$ cat src/rtl/freq_pkg.sv
// Shared types and constants for the frequency gate scheduler.
// Ranges: 0 = 1 s gate (x1), 1 = 100 ms gate (x10), 2 = 10 ms gate (x100).
// Range code 3 is folded onto range 2 everywhere.
package freq_pkg;

  typedef enum logic [2:0] {
    ST_IDLE,
    ST_ARM,
    ST_GATE,
    ST_CALC,
    ST_PUBLISH,
    ST_GUARD
  } state_t;

  typedef logic [1:0] range_t;

  localparam range_t RANGE_1S    = 2'd0;
  localparam range_t RANGE_100MS = 2'd1;
  localparam range_t RANGE_10MS  = 2'd2;

  localparam logic [6:0] MUL_1S    = 7'd1;
  localparam logic [6:0] MUL_100MS = 7'd10;
  localparam logic [6:0] MUL_10MS  = 7'd100;

  function automatic range_t range_clamp(input range_t r);
    return (r == 2'd3) ? RANGE_10MS : r;
  endfunction

  function automatic logic [6:0] range_mul(input range_t r);
    case (range_clamp(r))
      RANGE_1S:    return MUL_1S;
      RANGE_100MS: return MUL_100MS;
      default:     return MUL_10MS;
    endcase
  endfunction

  // Gate length in clk cycles for a range.
  function automatic logic [31:0] gate_len(input range_t r, input int unsigned clk_hz);
    case (range_clamp(r))
      RANGE_1S:    return clk_hz;
      RANGE_100MS: return clk_hz / 10;
      default:     return clk_hz / 100;
    endcase
  endfunction

endpackage

$ cat src/rtl/freq_range_mul.sv
// Scales a gate edge count to Hz by the range factor (x1/x10/x100).
// The 39-bit product is clamped to 32 bits; sat flags the clamp.
module freq_range_mul import freq_pkg::*; (
  input  logic [31:0] count,
  input  logic [1:0]  rng,
  output logic [31:0] result,
  output logic        sat
);

  logic [38:0] product;

  // Wide product, then saturate to the 32-bit result.
  always_comb begin
    product = {7'd0, count} * {32'd0, range_mul(rng)};
    sat     = |product[38:32];
    result  = sat ? 32'hFFFF_FFFF : product[31:0];
  end

endmodule

$ cat src/rtl/freq_gate_sched.sv
// Gate scheduler / auto-ranging controller for the frequency counter.
// Optional feature macro: FREQ_GATE_AUTORANGE_EN (auto-range compiled in).
// GUARD_CYC is expected to be at least 1.
//
// state      | meaning
// IDLE       | waiting for en
// ARM        | clear edge count, latch range, load gate timer
// GATE       | counting window, gate output high
// CALC       | scale count to Hz, register freq
// PUBLISH    | freq_valid high, auto-range step
// GUARD      | dead time between windows
module freq_gate_sched import freq_pkg::*; #(
  parameter int unsigned CLK_HZ    = 50_000_000,
  parameter int unsigned GUARD_CYC = 1_000_000,
  parameter int unsigned HI_HZ     = 1_000_000,
  parameter int unsigned LO_HZ     = 500_000
) (
  input  logic        clk,
  input  logic        rst_n,
  input  logic        en,
  input  logic        edge_rise,
  input  logic        range_auto,
  input  logic [1:0]  range_sel,
  output logic        gate,
  output logic        busy,
  output logic [31:0] freq,
  output logic        freq_valid,
  output logic [1:0]  range_cur,
  output logic        overflow
);

  state_t      state, state_nxt;
  logic [31:0] gate_cnt;
  logic [31:0] guard_cnt;
  logic [31:0] edge_cnt;
  logic [31:0] mul_result;
  logic        mul_sat;
  logic        auto_mode;
  range_t      arm_range;
  range_t      range_step;

`ifdef FREQ_GATE_AUTORANGE_EN
  localparam logic [31:0] HI_TH = HI_HZ;
  localparam logic [31:0] LO_TH = LO_HZ;

  assign auto_mode = range_auto;

  // One range step per published result, judged on the new freq.
  always_comb begin
    range_step = range_cur;
    if (freq >= HI_TH && range_cur < 2'd2)
      range_step = range_cur + 2'd1;
    else if (freq < LO_TH && range_cur > 2'd0)
      range_step = range_cur - 2'd1;
  end
`else
  logic unused_cfg;

  assign auto_mode  = 1'b0;
  assign range_step = range_cur;
  assign unused_cfg = range_auto ^ (HI_HZ > LO_HZ);
`endif

  // Range latched at ARM: forced selection, or the auto-range state.
  always_comb begin
    arm_range = range_cur;
    if (!auto_mode)
      arm_range = range_clamp(range_sel);
  end

  freq_range_mul u_mul (
    .count  (edge_cnt),
    .rng    (range_cur),
    .result (mul_result),
    .sat    (mul_sat)
  );

  // State register.
  always_ff @(posedge clk or negedge rst_n) begin
    if (!rst_n) state <= ST_IDLE;
    else        state <= state_nxt;
  end

  // Next-state and decoded outputs; en low aborts only in ARM/GATE.
  always_comb begin
    state_nxt = state;
    gate      = (state == ST_GATE);
    busy      = (state != ST_IDLE);
    case (state)
      ST_IDLE:    if (en) state_nxt = ST_ARM;
      ST_ARM:     state_nxt = en ? ST_GATE : ST_IDLE;
      ST_GATE: begin
        if (!en)                 state_nxt = ST_IDLE;
        else if (gate_cnt == '0) state_nxt = ST_CALC;
      end
      ST_CALC:    state_nxt = ST_PUBLISH;
      ST_PUBLISH: state_nxt = ST_GUARD;
      ST_GUARD:   if (guard_cnt == '0) state_nxt = en ? ST_ARM : ST_IDLE;
      default:    state_nxt = ST_IDLE;
    endcase
  end

  // Timers, edge counter, result and range registers.
  always_ff @(posedge clk or negedge rst_n) begin
    if (!rst_n) begin
      gate_cnt   <= '0;
      guard_cnt  <= '0;
      edge_cnt   <= '0;
      freq       <= '0;
      freq_valid <= 1'b0;
      range_cur  <= RANGE_1S;
      overflow   <= 1'b0;
    end else begin
      freq_valid <= 1'b0;
      case (state)
        ST_ARM: begin
          edge_cnt <= '0;
          if (en) begin
            range_cur <= arm_range;
            gate_cnt  <= gate_len(arm_range, CLK_HZ) - 32'd1;
          end
        end
        ST_GATE: begin
          if (edge_rise && edge_cnt != 32'hFFFF_FFFF)
            edge_cnt <= edge_cnt + 32'd1;
          if (gate_cnt != '0)
            gate_cnt <= gate_cnt - 32'd1;
        end
        ST_CALC: begin
          freq       <= mul_result;
          freq_valid <= 1'b1;
          guard_cnt  <= GUARD_CYC - 32'd1;
          if (mul_sat)
            overflow <= 1'b1;
        end
        ST_PUBLISH: begin
          if (auto_mode)
            range_cur <= range_step;
        end
        ST_GUARD: begin
          if (guard_cnt != '0)
            guard_cnt <= guard_cnt - 32'd1;
        end
        default: ;
      endcase
    end
  end

endmodule

$ cat config.mk
export PLATFORM = sky130hd
export DESIGN_NAME = freq_gate_sched
export DESIGN_NICKNAME = d
export VERILOG_FILES = /design/src/rtl/freq_pkg.sv /design/src/rtl/freq_range_mul.sv /design/src/rtl/freq_gate_sched.sv
export SDC_FILE = /design/constraint.sdc
export NUM_CORES = 1
export LEC_CHECK = 0
export ABC_CLOCK_PERIOD_IN_PS = 6900
export CORE_MARGIN = 2
export CORE_UTILIZATION = 60
export DETAILED_ROUTE_END_ITERATION = 10
export DONT_BUFFER_PORTS = 1
export HOLD_SLACK_MARGIN = 0.12
export PLACE_DENSITY = 0.82
export SYNTH_ARGS = -nofsm -noshare
export SYNTH_HDL_FRONTEND = slang
export SYNTH_SLANG_ARGS = --single-unit
$ cat constraint.sdc
create_clock -name clk -period 6.9 [get_ports clk]
set_input_delay 1.035 -clock clk [delete_from_list [all_inputs] [get_ports clk]]
set_output_delay 1.035 -clock clk [all_outputs]
set_load 0.01 [all_outputs]
==> flow_summary.json <==
{
  "pwr-share-clk_pct": 29.5,
  "finClkSkew_ns": 0.0127,
  "avgSynthCellArea_um2": 8.36,
  "p_per_area_nw_per_um2": 224,
  "rows": 54,
  "syn_nets": 1768,
  "synthTopCellsByCount": "inv_1, nand2_1, nor2_1",
  "path_common_cell": "fa_1",
  "grt_pass1_vias": 10654,
  "start_util_pct": 60.6,
  "place_inst": 1753,
  "die_area_um2": 23100,
  "drt_iter0_markers": 764,
  "n_antenna_cell": 0,
  "ys_seq_area_share_pct": 25.7,
  "clkLatencyLatePin_ns": 0.42,
  "design_area_um2": 13700,
  "peakVddDrop_mv": 0.203,
  "wirelength_um": 28700,
  "path_cells": "nor2b_2 -> buf_4 -> nand2_1 -> fa_1 -> inv_1 -> fa_1 -> fa_1 -> inv_1 -> fa_1 -> inv_1 -> ha_1 -> nand4_1 -> nor3_1 -> a211oi_1 -> a311oi_1 -> a211oi_1 -> nor4_1 -> and4_1 -> buf_12 -> a31oi_1",
  "final_cell_count_no_fill": 1785,
  "syn-instance-count": 1573,
  "coreArea_um2": 21700,
  "critPathKind": "reg -> reg",
  "start_kind": "register",
  "post_cts_resized": 0,
  "setup_tns_ns": 0,
  "power_leakage_nw": 6.85,
  "p_sw_mw": 1.20,
  "finalSetupViolCount": 0,
  "drc": 0,
  "status": "finished clean",
  "yosys.area_share.simple_pct": 20.4,
  "wl_per_cell_um": 16.1,
  "cts_tree": "yes",
  "antenna_found_initial": 0,
  "cap_violations": 0,
  "die_w_um": 152,
  "synth_area_leaders": "dfrtp_1, fa_1, ha_1",
  "clkSinkCount": 135,
  "synth_most_common_cell": "inv_1",
  "die_h_um": 152,
  "yosysUniqueCellTypes": 75,
  "io_pins": 45,
  "nets": 1687,
  "vias": 10562,
  "gp_congestion": 0.907,
  "rsz0062_at_grt": "false",
  "worst_setup_path_end_kind": "register",
  "cp_data_required_time_ns": 7.16,
  "worst_slew_pin_slew_ns": 1.23,
  "fillers": 1693,
  "fin_crit_sh_pct": 89.9,
  "clockRootBuffer": "clkbuf_16",
  "hold_viol": 0,
  "drt_pass1_iterations": 8,
  "p_seq_share_pct": 42.3,
  "async_flop_share_pct": 100,
  "grt.overflow.total": 0,
  "critical_path.max_fanout": 33,
  "grt_first_pass_wirelength_um": 50600,
  "max_stage_delay_ns": 0.58,
  "layout-drive-gt1-share_pct": 4.32,
  "final_core_util_pct": 63.1,
  "post_cts_buffers": 0,
  "fmax_ghz": 0.161,
  "fin_ws_ns": 0.696,
  "synth_seq_cells": 135,
  "hp-class": "in -> async",
  "critPathArrivalTime_ns": 6.46,
  "grt_util_all_layers_pct": 25.9,
  "slew_viol_final": 0,
  "slew_headroom_pct": 17.6,
  "synth_compound_area_share_pct": 15.0,
  "synth_fa_ha_area_share_pct": 23.5,
  "synth_top_cell_by_area": "dfrtp_1",
  "intPower_mw": 1.87,
  "grt_max_degree": 136,
  "post_synth_instance_area_um2": 13100,
  "placed_cell_area_um2": 13100,
  "final_antenna_net_count": 0,
  "cp_slowest_cell": "fa_1",
  "clk_pin_slew_ns": 0.07,
  "synth_flop_cell": "dfrtp_1",
  "area_delta_synth_final_pct": 4.20,
  "synth_top_family_by_area": "adder cells",
  "synth-edff-count": 0,
  "place_ws_ns": 0.806,
  "pwr-share-comb_pct": 28.2,
  "yosysWarnings": 0,
  "whs_ns": 0.301,
  "synth_mux_area_share_pct": 0.0762,
  "synth_xor_area_share_pct": 6.80,
  "numCtsBuffers": 17,
  "power.total_mw": 3.07,
  "reg2reg_slack_ns": 0.70,
  "hpwl_um": 21400,
  "switching_share_pct": 39.2,
  "cts-hold-fix-buffers": 0,
  "htree_levels": 4,
  "synth.top_cell.area_share_pct": 25.7,
  "vias_per_cell": 5.92,
  "port_buffers": 0,
  "finalCriticalPeriod_ns": 6.20,
  "cts_buffer_depth": 2
}
==> power by group through the flow <==
stage | Sequential (mW) | Clock [mW] | Combinational, mW
finish | 1.30 | 0.907 | 0.865
CTS | 1.30 | 0.921 | 0.861
global placement | 1.29 | 0 | 0.815
floorplan | 1.23 | 0 | 0.711
detailed placement | 1.31 | 0 | 0.852
global route | 1.33 | 0.954 | 0.986
==> routing by layer <==
metal	global-route usage, %	routed length [µm]	up-vias
met5	0	0	-
met3	4.28	1470	52
li1	-	-	5101
met1	35.9	13100	5091
met4	7.74	536	0
met2	42.2	13600	318
==> sequential cells by signal, indices dropped and copies added (netlist names) <==
name	flops
gate_cnt	32
range_cur	2
freq	32
overflow	1
state	3
freq_valid	1
edge_cnt	32
guard_cnt	32
==> path summary, 6_finish.rpt <==
check	from	endpoint	depth (start not counted)
hold reg to reg	gate_cnt[13]	gate_cnt[13]	1
setup / recovery	range_cur[1]	freq[13]	20
min in group clk	gate_cnt[13]	gate_cnt[13]	1
hold / removal	rst_n	gate_cnt[18]	0
max in group asynchronous	rst_n	edge_cnt[28]	0
setup reg to reg	range_cur[1]	freq[13]	20
==> placed cells by master, fill, tap and decap left out, types with 4 or more instances in the layout <==
cell / instances
inv_1: 175
nand2_1: 159
nor2_1: 138
dfrtp_1: 134
a21oi_1: 99
fa_1: 98
ha_1: 90
o21ai_0: 78
and2_1: 59
xor2_1: 59
xnor2_1: 43
nor3_1: 30
and3_1: 29
a21o_1: 26
a31oi_1: 26
nand4_1: 22
nand3_1: 21
or3_1: 17
clkbuf_16: 17
or4_1: 15
nor4_1: 13
o21a_1: 8
or2_2: 7
nor2b_1: 7
nand2b_1: 7
buf_4: 7
and4_1: 6
o21bai_1: 6
o31ai_1: 6
o211ai_1: 5
a211oi_1: 5
nand3b_1: 5
a22oi_1: 5
a31o_2: 4
o22ai_1: 4
inv_6: 4
==> cell families after synthesis <==
group,after synthesis
adder cells (fa/ha/maj),188
AND/OR/NAND/NOR,547
AO/OA/AOI/OAI,315
flip-flops,135
multiplexers,1
XOR/XNOR,102
buffers and inverters,285
==> critical path: cells and delay by family (launching register included) <==
family | cells | cell delay (ns)
buffers and inverters | 5 | 0.66
adders and majority gates | 5 | 2.53
and+or+nand+nor | 6 | 1.55
AOI/OAI and AO/OA | 4 | 0.71
DFF | 1 | 0.54
==> layout make-up <==
| cell class | instances | area, µm² | share of cell area [%] |
|---|---|---|---|
| clock buffer | 20 | 437 | 3.19 |
| clock inverter | 12 | 144 | 1.05 |
| inverter | 177 | 664 | 4.85 |
| multi-input combinational | 1153 | 8650 | 63.1 |
| sequential | 135 | 3380 | 24.7 |
| tap | 280 | 350 | 2.56 |
| timing repair buffer | 8 | 72.6 | 0.530 |
(Power assumes the default switching activity.)
